--- src/rtl/alu_cmd_assembler.sv ---
// rtl/alu_cmd_assembler.sv - frames '=' operand '.' byte stream into 24-bit alu_interface commands
module alu_cmd_assembler #(
  parameter int TIMEOUT_CYCLES = 1000000,
  parameter int ERR_W          = 8
) (
  input  logic             clk,
  input  logic             rst_n,
  input  logic [7:0]       char_in,
  input  logic             char_valid,
  output logic [23:0]      input_word,
  output logic             enable,
  output logic             word_strobe,
  output logic             frame_err,
  output logic [ERR_W-1:0] err_count
);

  localparam logic [7:0] CH_START = 8'h3D;
  localparam logic [7:0] CH_TERM  = 8'h2E;
  localparam int         TW       = (TIMEOUT_CYCLES > 2) ? $clog2(TIMEOUT_CYCLES) : 1;
  localparam logic [TW-1:0]    TMO_LAST = TW'(TIMEOUT_CYCLES - 1);
  localparam logic [ERR_W-1:0] ERR_MAX  = {ERR_W{1'b1}};

  typedef enum logic [1:0] {S_IDLE, S_OP, S_TERM} state_t;

  state_t      state, state_nx;
  logic [TW-1:0] tmo, tmo_nx;
  logic [7:0]  operand, operand_nx;
  logic        deliver, drop;

  always_ff @(posedge clk) begin
    if (!rst_n) begin
      state       <= S_IDLE;
      tmo         <= '0;
      operand     <= '0;
      input_word  <= '0;
      enable      <= 1'b0;
      word_strobe <= 1'b0;
      frame_err   <= 1'b0;
      err_count   <= '0;
    end else begin
      state       <= state_nx;
      tmo         <= tmo_nx;
      operand     <= operand_nx;
      word_strobe <= deliver;
      frame_err   <= drop;
      if (deliver) begin
        input_word <= {CH_START, operand, CH_TERM};
        enable     <= 1'b1;
      end
      if (drop && err_count != ERR_MAX)
        err_count <= err_count + ERR_W'(1);
    end
  end

  always_comb begin
    state_nx   = state;
    tmo_nx     = tmo;
    operand_nx = operand;
    deliver    = 1'b0;
    drop       = 1'b0;
    if (state == S_IDLE) begin
      tmo_nx = '0;
      if (char_valid && char_in == CH_START)
        state_nx = S_OP;
    end else if (!char_valid) begin
      // An accepted character on the expiry cycle wins over the timeout.
      if (tmo == TMO_LAST) begin
        state_nx = S_IDLE;
        tmo_nx   = '0;
        drop     = 1'b1;
      end else begin
        tmo_nx = tmo + 1'b1;
      end
    end else begin
      tmo_nx = '0;
      if (state == S_OP) begin
        if (char_in == CH_TERM) begin
          state_nx = S_IDLE;
          drop     = 1'b1;
        end else if (char_in != CH_START) begin
          operand_nx = char_in;
          state_nx   = S_TERM;
        end
      end else begin
        if (char_in == CH_TERM) begin
          state_nx = S_IDLE;
          deliver  = 1'b1;
        end else if (char_in == CH_START) begin
          state_nx = S_OP;
          drop     = 1'b1;
        end else begin
          state_nx = S_IDLE;
          drop     = 1'b1;
        end
      end
    end
  end

endmodule

--- config.mk ---
export PLATFORM = sky130hd
export DESIGN_NAME = alu_cmd_assembler
export DESIGN_NICKNAME = d
export VERILOG_FILES = /design/src/rtl/alu_cmd_assembler.sv
export SDC_FILE = /design/constraint.sdc
export NUM_CORES = 1
export LEC_CHECK = 0
export ABC_AREA = 1
export BUFFER_PORTS_ARGS = -buffer_cell sky130_fd_sc_hd__buf_2
export CAP_MARGIN = 20
export CORE_ASPECT_RATIO = 0.75
export CORE_UTILIZATION = 40
export DETAILED_ROUTE_END_ITERATION = 10
export MAX_ROUTING_LAYER = met4
export PLACE_DENSITY = 0.63
export SYNTH_ARGS = -nofsm -noshare
export SYNTH_HDL_FRONTEND = slang
export SYNTH_SLANG_ARGS = --single-unit
--- constraint.sdc ---
create_clock -name clk -period 3.2 [get_ports clk]
set_input_delay 0.16 -clock clk [delete_from_list [all_inputs] [get_ports clk]]
set_output_delay 0.16 -clock clk [all_outputs]
set_load 0.01 [all_outputs]
### Word level (Yosys, flattened, before mapping)

Cells that the tools add are included.

| storage, ports and cells | value |
|---|---|
| input port bits | 11 |
| logic and storage cells | 46 |
| bits in registers | 54 |
| output and inout bits | 35 |

| cells by class | value |
|---|---|
| reductions and logical operators | 7 |
| bitwise operators | 3 |
| equal/unequal tests | 8 |
| $add $sub $neg | 2 |
| mux-type cells | 18 |

Operator list:

| kind | number |
|---|---|
| $add A20 B1 Y20 const B | 1 |
| $eq A20 B20 Y1 const B | 1 |
| $eq A8 B6 Y1 const B | 2 |
| $mux W2 | 7 |
| $mux W1 | 11 |
| $add A8 B1 Y8 const B | 1 |
| $ne A8 B6 Y1 const B | 1 |
| $ne A8 B8 Y1 const B | 1 |
| $ne A5 B3 Y1 const B | 1 |
| $reduce_and A5 Y1 | 1 |
| $reduce_or A4 Y1 | 1 |
| $not A1 Y1 | 3 |
| $reduce_and A3 Y1 | 1 |
| $reduce_bool A3 Y1 | 1 |
| $eq A2 B1 Y1 const B | 1 |
| $logic_and A1 B1 Y1 | 2 |
| $logic_not A2 Y1 | 1 |
| $ne A2 B1 Y1 const B | 1 |

### Depth between registers and ports, before layout

| logic depth | value |
|---|---|
| word-level depth | 6 |
| gate-level depth with buffers | 11 |
| mapped depth without buffers | 10 |

### Worst setup path before layout

OpenSTA, ideal clock, no wires.

| timing | value |
|---|---|
| path type | flip-flop to flip-flop |
| start | reg err_count[0] |
| end | reg err_count[2] |
| path buffers | 0 |
| data required time | 3.128 ns |
| period minus slack after synthesis | 1.432 ns |
| library setup time | 0.072 ns |
| cell stages (with the launch flop) | 8 |
| arrival | 1.360 ns |
| setup slack | 1.768 ns |
| path through | dfxtp_1 -> ha_1 -> nand3_1 -> nor2_1 -> nand2_2 -> nand2_1 -> nand2_1 -> a21oi_1 |

| between the ends | value |
|---|---|
| cells in the longest elaborated chain, start to end | 2 |
| elaborated cells between the ends (all ways) | 3 |
| classes of those cells | add/sub: 1; eq/ne: 1; reduce/logical: 1 |

Ends and longest elaborated chain:

| item | RTL line | RTL |
|---|---|---|
| start, declared | 14 | `output logic [ERR_W-1:0] err_count` |
| start signal, assigned | 51 | `err_count <= err_count + ERR_W'(1);` |
| branches (longest 2 deep; another with $add A8 B1 Y8) | n/a |  |

Parallel ways; which one is timed is not known.
A chain may end at the register's enable or synchronous reset.

### Worst setup path after layout

| timing | value |
|---|---|
| start | reg tmo[0] |
| end | reg tmo[14] |

| between the ends | value |
|---|---|
| cells in the longest elaborated chain, start to end | 2 |
| elaborated cells between the ends (all ways) | 3 |
| classes of those cells | add/sub: 1; eq/ne: 1; reduce/logical: 1 |

Ends and longest elaborated chain:

| item | RTL line | RTL |
|---|---|---|
| start, declared | 26 | `logic [TW-1:0] tmo, tmo_nx;` |
| start signal, assigned | 42 | `tmo <= tmo_nx;` |
| branches (longest 2 deep; another with $add A20 B1 Y20) | n/a |  |

Parallel ways; which one is timed is not known.

==> impl_metrics.env <==
export IMPL_maxSlewHeadroom_pct=45.0
export IMPL_path_cells="ha_1 -> nand3_2 -> nor2_1 -> nand2_1 -> nand3_1 -> nor3b_1"
export IMPL_fin_worst_skew_ps=8.02
export IMPL_synth_distinct_cells=25
export IMPL_ioPinCount=46
export IMPL_max_cap_violations=0
export IMPL_min_period_ps=1880
export IMPL_vias_per_cell=4.72
export IMPL_synth_fa_ha_area_share_pct=2.11
export IMPL_critPathMaxStageDelay_ps=570
export IMPL_dp_hpwl_um=3370
export IMPL_core_um2=5530
export IMPL_cts_buffers=5
export IMPL_worst_path_buf_inv=0
export IMPL_cp_end_kind="register"
export IMPL_die_h_um=68.7
export IMPL_synth_top_family_by_area="simple AND/OR/NAND/NOR gates"
export IMPL_root_buffer="clkbuf_8"
export IMPL_period_share_pct=58.7
export IMPL_wirelength_um=4610
export IMPL_portBuffers=38
export IMPL_h_tree_depth=2
export IMPL_grt_max_degree=23
export IMPL_final_cell_mix="49 x dfxtp_1, 45 x nand2_1, 44 x nor2_1"
export IMPL_synthTopCellsByArea="dfxtp_1 41%, a21oi_1 7.2%, nand2_1 7.1%, nor2_1 7.0%, buf_4 5.1%"
export IMPL_setup_tns_ps=0
export IMPL_netlist_instances=319
export IMPL_diodes=0
export IMPL_status="finished, final reports clean"
export IMPL_worst_path_max_fanout=20
export IMPL_yosys_area_top_type_share_pct=41.4
export IMPL_area_growth_pct=11.0
export IMPL_drv_slew=0
export IMPL_hold_class="in -> reg"
export IMPL_yosysWarningCount=0
export IMPL_synth_simple_area_share_pct=27.3
export IMPL_avgSynthCellArea_um2=7.44
export IMPL_yosysSeqAreaShare_pct=41.4
export IMPL_finalNonFillerCells=423
export IMPL_cpLargestDelayFamily="simple AND/OR/NAND/NOR gates"
export IMPL_vias=1995
export IMPL_die_w_um=90.9
export IMPL_gp_congestion=0.806
export IMPL_crit_slowest_cell="nand3_1"
export IMPL_synth_area_mux_share_pct=0
export IMPL_power_density_nw_per_um2=515
export IMPL_max_freq_ghz=0.532
export IMPL_first_iter_violations=112
export IMPL_layout_commonest_cell="dfxtp_1"
export IMPL_whs_ps=139
export IMPL_yosys_area_top_type="dfxtp_1"
export IMPL_rsz0062_at_grt="false"
export IMPL_cp_data_required_time_ps=3410
export IMPL_critPathArrivalTime_ps=2090
export IMPL_synth_xor_area_share_pct=5.91
export IMPL_clockBufferDepth=2
export IMPL_clock_sinks=49
export IMPL_antenna_found_initial=0
export IMPL_irDropWorstVdd_mv=0.313
export IMPL_nets=362
export IMPL_tightest_slew_ps=823
export IMPL_cts_clk_slew_worst_paths_ps=90
export IMPL_synth_seq_cells=49
export IMPL_grt_pass1_wl_um=7500
export IMPL_firstDrtPassIters=4
export IMPL_grtUsageTotal_pct=15.6
export IMPL_leakagePower_nw=1.07
export IMPL_holdBufCountCts=0
export IMPL_postLayoutCoreUtil_pct=47.7
export IMPL_initial_utilization_pct=42.9
export IMPL_avgRoutedWirePerCell_um=10.9
export IMPL_cts_tree="yes"
export IMPL_gr_total_overflow=0
export IMPL_critPathKind="reg -> reg"
export IMPL_worst_setup_path_start_kind="register"
export IMPL_synth_compound_area_share_pct=11.0
export IMPL_drtAntennaViolNets=0
export IMPL_grt_pass1_vias=1639
export IMPL_row_count=23
export IMPL_dpl_cell_count=415
export IMPL_clk_latency_ps=310
export IMPL_hold_violations=0
export IMPL_setup_violations=0
export IMPL_cts_resized=0
export IMPL_die_area_um2=6250
export IMPL_syn_area_um2=2370
export IMPL_drive_above_1_share_pct=17.0
export IMPL_drc_errors=0
export IMPL_totalPowerFinal_mw=1.36
export IMPL_post_cts_buffers=0
export IMPL_fill_cells=568
## report_power, final
| part | internal [mW] | total [mW] | leakage (nW) | switching (mW) |
|---|---|---|---|---|
| registers | 0.648 | 0.668 | 0.396 | 0.0202 |
| logic | 0.0679 | 0.220 | 0.612 | 0.152 |
| clock network | 0.254 | 0.467 | 0.0574 | 0.213 |
## registers in the layout (all words and copies together) (netlist names)
register and flops:
frame_err 1, word_strobe 1, input_word 9, tmo 20
state 2, operand 8, err_count 8
## stage by stage
step / setup WS, ps / area [µm²]
after global placement: 1310 / 2510
after floorplan: 1770 / 2390
after global routing: 1160 / 2630
final: 1320 / 2630
after detailed placement: 1290 / 2510
after CTS: 1290 / 2630
## worst reg2reg max path, delay by kind of cell, from the launching register on
family,cells,cell delay (ps)
simple gates,5,1220
fa+ha+maj,1,250
flops,1,330
## routing by layer
| layer | GRT usage (%) | wire [µm] | up-vias |
|---|---|---|---|
| li1 | - | - | 1063 |
| met4 | 5.36 | 63 | 0 |
| met2 | 23.3 | 1880 | 43 |
| met5 | - | 0 | - |
| met1 | 20.9 | 2410 | 885 |
| met3 | 3.84 | 253 | 4 |
## Yosys cell counts
master / count
nor2_2: 4
clkinv_1: 1
nor3_2: 1
inv_1: 32
dfxtp_1: 49
nand2_2: 4
nand3_1: 21
xor2_1: 11
nand4_1: 9
nor2_1: 44
o21ai_1: 2
nor3_1: 6
nand3_2: 4
buf_6: 2
clkbuf_1: 2
nand3b_1: 2
ha_1: 4
conb_1: 1
o21ai_0: 16
nand2_1: 45
xnor2_1: 5
a21oi_1: 34
nor3b_1: 1
buf_4: 16
buf_2: 3
## kinds of logic after synthesis
family | Yosys count
AOI/OAI and AO/OA | 52
other | 1
DFF | 49
buffers and inverters | 56
xor gates and xnor gates | 16
adders and majority gates | 4
and+or+nand+nor | 141
## final cells by class
cell class | count | area [µm²] | area share, %
Timing Repair Buffer | 38 | 190 | 7.22
Clock inverter | 2 | 37.5 | 1.43
Tap cell | 75 | 93.8 | 3.56
Clock buffer | 6 | 82.6 | 3.14
Multi-Input combinational cell | 220 | 1120 | 42.7
Inverter | 33 | 124 | 4.70
Sequential cell | 49 | 981 | 37.2
## path summary, 6_finish.rpt
check,from,end,slack (ps),cells after the start
worst max-delay path,tmo[0],tmo[14],1320,6
worst min-delay path,char_in[6],operand[6],140,3
worst max register to register,tmo[0],tmo[14],1320,6
worst min register to register,tmo[0],tmo[0],450,1
No activity file was read; power rests on OpenSTA's default activity.
